[config.mk]
export PLATFORM = sky130hd
export DESIGN_NAME = uart_receiver
export DESIGN_NICKNAME = d
export VERILOG_FILES = /design/src/rtl/uart_pkg.sv /design/src/rtl/uart_rx_sync.sv /design/src/rtl/uart_receiver.sv
export SDC_FILE = /design/constraint.sdc
export NUM_CORES = 1
export LEC_CHECK = 0
export CORE_MARGIN = 3
export CORE_UTILIZATION = 55
export CTS_CLUSTER_DIAMETER = 30
export CTS_CLUSTER_SIZE = 10
export DETAILED_ROUTE_END_ITERATION = 16
export PLACE_DENSITY = 0.77
export SETUP_SLACK_MARGIN = 0.1
export SLEW_MARGIN = 25
export SYNTH_ARGS = -nofsm -noshare
export SYNTH_HDL_FRONTEND = slang
export SYNTH_SLANG_ARGS = --single-unit
export TNS_END_PERCENT = 50
[constraint.sdc]
create_clock -name clk -period 2 [get_ports clk]
set_input_delay 0.4 -clock clk [delete_from_list [all_inputs] [get_ports clk]]
set_output_delay 0.4 -clock clk [all_outputs]
set_load 0.05 [all_outputs]
[src/rtl/uart_pkg.sv]
// rtl/uart_pkg.sv - shared UART constants and FSM state encoding
//
// Package uart_pkg, used by both the UART transmitter and the receiver.
//   UART_DATA_BITS  : data bits per frame
//   UART_IDLE_LEVEL : level of an idle serial line
//   uart_state_t    : receiver FSM state encoding
package uart_pkg;

  localparam int   UART_DATA_BITS  = 8;
  localparam logic UART_IDLE_LEVEL = 1'b1;

  typedef enum logic [2:0] {
    WAIT_HIGH = 3'd0,
    IDLE      = 3'd1,
    START     = 3'd2,
    DATA      = 3'd3,
    PARITY    = 3'd4,
    STOP      = 3'd5
  } uart_state_t;

endpackage

[src/rtl/uart_rx_sync.sv]
// rtl/uart_rx_sync.sv - two-flop synchroniser for the asynchronous serial line
//
// Ports:
//   clk    in  clock, rising edge
//   reset  in  synchronous, active-high reset; both flops load the idle level
//   rxd    in  asynchronous serial input
//   rxd_s  out synchronised serial line (2-cycle latency)
module uart_rx_sync
  import uart_pkg::*;
(
  input  logic clk,
  input  logic reset,
  input  logic rxd,
  output logic rxd_s
);

  logic rxd_meta;

  always_ff @(posedge clk) begin
    if (reset) begin
      rxd_meta <= UART_IDLE_LEVEL;
      rxd_s    <= UART_IDLE_LEVEL;
    end else begin
      rxd_meta <= rxd;
      rxd_s    <= rxd_meta;
    end
  end

endmodule

[src/rtl/uart_receiver.sv]
// rtl/uart_receiver.sv - 8N1 UART receive stage with mid-bit sampling
//
// Optional feature macro: UART_RX_PARITY_EN adds a parity bit after the data
// bits (sense set by PARITY_ODD: 0 = even, 1 = odd).
//
// Ports:
//   clk        in   clock, rising edge
//   reset      in   synchronous, active-high reset
//   RXD        in   asynchronous serial line, idles high
//   rx_data    out  last correctly framed byte, held until the next good frame
//   rx_valid   out  1-cycle pulse when rx_data has just been updated
//   rx_busy    out  high in every state except IDLE
//   frame_err  out  1-cycle pulse when the stop bit was sampled low
//   parity_err out  1-cycle pulse with rx_valid on bad parity (0 without the macro)
module uart_receiver
  import uart_pkg::*;
#(
  parameter int CLKS_PER_BIT = 16
`ifdef UART_RX_PARITY_EN
  ,
  parameter bit PARITY_ODD = 1'b0
`endif
) (
  input  logic       clk,
  input  logic       reset,
  input  logic       RXD,
  output logic [7:0] rx_data,
  output logic       rx_valid,
  output logic       rx_busy,
  output logic       frame_err,
  output logic       parity_err
);

  localparam int CW = $clog2(CLKS_PER_BIT);
  localparam logic [CW-1:0] CNT_HALF_LAST = CW'(CLKS_PER_BIT / 2 - 1);
  localparam logic [CW-1:0] CNT_FULL_LAST = CW'(CLKS_PER_BIT - 1);
  localparam logic [CW-1:0] CNT_ONE       = CW'(1);
  localparam logic [2:0]    IDX_LAST      = 3'(UART_DATA_BITS - 1);

  uart_state_t         state;
  logic [CW-1:0]       cnt;
  logic [2:0]          bit_idx;
  logic [UART_DATA_BITS-1:0] shift_reg;
  logic                rxd_s;

  uart_rx_sync u_sync (
    .clk   (clk),
    .reset (reset),
    .rxd   (RXD),
    .rxd_s (rxd_s)
  );

`ifdef UART_RX_PARITY_EN
  logic parity_bit;
`else
  assign parity_err = 1'b0;
`endif

  // rx_busy is registered alongside every state change so it always equals
  // (state != IDLE) without a decode after the flops.
  always_ff @(posedge clk) begin
    if (reset) begin
      state      <= WAIT_HIGH;
      rx_busy    <= 1'b1;
      cnt        <= '0;
      bit_idx    <= '0;
      shift_reg  <= '0;
      rx_data    <= '0;
      rx_valid   <= 1'b0;
      frame_err  <= 1'b0;
`ifdef UART_RX_PARITY_EN
      parity_bit <= 1'b0;
      parity_err <= 1'b0;
`endif
    end else begin
      rx_valid  <= 1'b0;
      frame_err <= 1'b0;
`ifdef UART_RX_PARITY_EN
      parity_err <= 1'b0;
`endif
      case (state)
        // A line held low out of reset or after a break must return high
        // before a falling edge can count as a start bit.
        WAIT_HIGH: begin
          if (rxd_s == UART_IDLE_LEVEL) begin
            state   <= IDLE;
            rx_busy <= 1'b0;
          end
        end
        IDLE: begin
          if (rxd_s != UART_IDLE_LEVEL) begin
            state   <= START;
            rx_busy <= 1'b1;
            cnt     <= '0;
          end
        end
        // Re-check the start bit at its mid-point; a high sample was a glitch.
        START: begin
          if (cnt == CNT_HALF_LAST) begin
            cnt     <= '0;
            bit_idx <= '0;
            if (rxd_s == UART_IDLE_LEVEL) begin
              state   <= IDLE;
              rx_busy <= 1'b0;
            end else begin
              state <= DATA;
            end
          end else begin
            cnt <= cnt + CNT_ONE;
          end
        end
        DATA: begin
          if (cnt == CNT_FULL_LAST) begin
            cnt                <= '0;
            shift_reg[bit_idx] <= rxd_s;
            if (bit_idx == IDX_LAST) begin
`ifdef UART_RX_PARITY_EN
              state <= PARITY;
`else
              state <= STOP;
`endif
            end else begin
              bit_idx <= bit_idx + 3'd1;
            end
          end else begin
            cnt <= cnt + CNT_ONE;
          end
        end
`ifdef UART_RX_PARITY_EN
        PARITY: begin
          if (cnt == CNT_FULL_LAST) begin
            cnt        <= '0;
            parity_bit <= rxd_s;
            state      <= STOP;
          end else begin
            cnt <= cnt + CNT_ONE;
          end
        end
`endif
        STOP: begin
          if (cnt == CNT_FULL_LAST) begin
            cnt <= '0;
            if (rxd_s == UART_IDLE_LEVEL) begin
              rx_data  <= shift_reg;
              rx_valid <= 1'b1;
`ifdef UART_RX_PARITY_EN
              parity_err <= ((^shift_reg) ^ parity_bit) != PARITY_ODD;
`endif
              state    <= IDLE;
              rx_busy  <= 1'b0;
            end else begin
              frame_err <= 1'b1;
              state     <= WAIT_HIGH;
            end
          end else begin
            cnt <= cnt + CNT_ONE;
          end
        end
        default: begin
          state   <= WAIT_HIGH;
          rx_busy <= 1'b1;
        end
      endcase
    end
  end

endmodule

==> out/metrics.cfg <==
[global_route]
grt_first_pass_wirelength_um=5510
grt_pass1_vias=1213
grt.total_usage=0.216
antenna_found_initial=0
grt.overflow.total=0
grt_max_degree=21

[timing]
post-route-period-util=0.940
min_period_ns=1.88
setup_viol=0
tns_ns=0
finalMaxSlewViolations=0
hold_viol=0
rsz0062_at_grt=yes
skew_ns=0.00928
clock.fmax_ghz=0.532
tightest_slew_ns=0.553
relSlewSlack=0.631

[run_status]
status=finished clean

[clocking]
h-tree-depth=2
clock_path_buffers=2
cts_buffers=5
cts_setup_buffers=0
cts_tree=done
cts.sinks=31
clk_pin_slew_ns=0.10
holdBufCountCts=0
cts_root_buf=clkbuf_4
insertion_delay_ns=0.33

[synth]
syn-num-nets=176
synth-compound-area-share=0.116
synth_area_um2=1520
synth.mux.area_fraction=0.112
synthAdderAreaFrac=0.0247
syn_inst=170
ys.flop_type=dfxtp_1
avgSynthCellArea_um2=8.96
synth_simple_gate_area_frac=0.270
synth_edf_count=0
ys_async_sr_fraction=0
ys_seq_area_frac=0.408
ys_seq_elements=31
synth_xor_area_frac=0.0115
yosys_warnings=0
synth_top_family_by_area=simple AND/OR/NAND/NOR gates
ys_types=38

[pwr]
p_leak_nw=0.701
pwr_density_cell_nw_per_um2=646
ir_worst_vdd_mv=0.565

[placement]
place_area_um2=1660
gp_congestion=0.816
post-dp-hpwl_um=2240
io_buffers=13

[floorplanning]
num_rows=18
start_util=0.598
die_h_um=58.6
fp.dieArea_um2=3440
dieWidth_um=58.6
core_area_um2=2540
ios=15

[drt]
vias=1232
postRouteAntennaNets=0
drtIter0Drc=49
first_pass_iters=4
route.detailed.drc=0
wirelength_um=3150
wire_per_inst_um=14.9
via_per_inst=5.81

[worst_setup_path]
start_kind=flip-flop
critPathTopFamily=buffers and inverters
path_buf_inv=1
worst_ep_arrival_time_ns=1.48
crit_path_cell_trace=clkdlybuf4s50_1
critPathKind=reg -> out
cp_max_fo=2
required_ns=1.60
worst_path_largest_cell_delay_ns=0.80
worstSetupEndpointType=output port
crit_slowest_cell=clkdlybuf4s50_1

[final_layout]
area_delta_synth_final_pct=13.6
diodes=0
fin_nets=188
layout_commonest_cell=dfxtp_1
drive_gt1_frac=0.126
mostFrequentLayoutCells=dfxtp_1, nor2_1, mux2i_1
design_area_um2=1730
fillCellCount=219

[run]
maxCapViolCount=0

[min_path]
worstHoldPathType=reg -> reg

-- power breakdown --
group | total, mW | switching, mW | internal (mW)
logic | 0.0998 | 0.0609 | 0.0388
registers | 0.651 | 0.0242 | 0.626
clock network | 0.367 | 0.204 | 0.163
total | 1.12 | 0.289 | 0.828
-- worst register-to-register path: cells and delay by family (launching register included) --
| family | cells | cell delay (ns) |
|---|---|---|
| AO/OA/AOI/OAI | 2 | 0.62 |
| flip-flops | 1 | 0.37 |
| AND/OR/NAND/NOR | 2 | 0.35 |
| adder cells (fa/ha/maj) | 2 | 0.38 |
-- per-stage QoR --
step | setup WS [ns] | hold slack, ns | total power [mW] | std cells | utilization
6_report | 0.121 | 0.434 | 1.12 | 212 | 0.680
5_1_grt | 0.0651 | 0.455 | 1.17 | 212 | 0.680
4_1_cts | 0.0909 | 0.441 | 1.13 | 212 | 0.676
3_5_place_dp | 0.141 | 0.409 | 0.767 | 205 | 0.654
3_3_place_gp | 0.235 | 0.399 | 0.762 | 205 | 0.654
2_1_floorplan | 0.237 | 0.389 | 0.741 | 170 | -
-- final cells by class --
cell class,instances,area (um2),area share
Multi-Input combinational cell,121,818,0.473
Sequential cell,31,624,0.361
Timing Repair Buffer,19,179,0.103
Clock buffer,6,51.3,0.0296
Tap cell,30,37.5,0.0217
Inverter,4,15.0,0.00868
Clock inverter,1,5.00,0.00289
-- synth_stat cells, drive strengths merged, types with 3 or more instances --
library cell / number / area, um2
ha: 3 / 37.5
nand3b: 3 / 22.5
nor4: 4 / 25.0
o21ai: 10 / 50.1
dfxtp: 31 / 621
nand4: 8 / 65.1
nor2b: 7 / 43.8
inv: 3 / 11.3
buf: 7 / 45.0
or2: 4 / 27.5
nor2: 21 / 78.8
a21oi: 9 / 45.0
nor3: 6 / 41.3
nand3: 6 / 30.0
nand2b: 5 / 31.3
mux2i: 17 / 170
clkbuf: 7 / 26.3
-- timing repair --
item,in CTS,in global routing
cloned,0,0
pin swaps,0,1
resized for setup,1,5
setup endpoints to repair,2,11
-- logic make-up after synthesis --
| family | after synthesis |
|---|---|
| multiplexers | 17 |
| AO/OA/AOI/OAI | 27 |
| adder cells (fa/ha/maj) | 3 |
| AND/OR/NAND/NOR | 71 |
| other | 1 |
| buffers and inverters | 18 |
| XOR/XNOR | 2 |
| flip-flops | 31 |
-- per-layer routing --
metal / GRT usage / share of wire
met3: 0.0658 / 0.056
met1: 0.268 / 0.44
met4: 0.0939 / 0.019
met2: 0.348 / 0.49
met5: 0 / 0
-- final timing paths --
path,start,to,slack [ns],depth (start not counted)
worst max-delay path,rx_data[3],rx_data[3],0.12,1
worst min-delay path,u_sync.rxd_meta,u_sync.rxd_s,0.43,1
worst max register to register,bit_idx[1],bit_idx[1],0.21,6
worst min register to register,u_sync.rxd_meta,u_sync.rxd_s,0.43,1
Power figures use the tool's default switching activity.
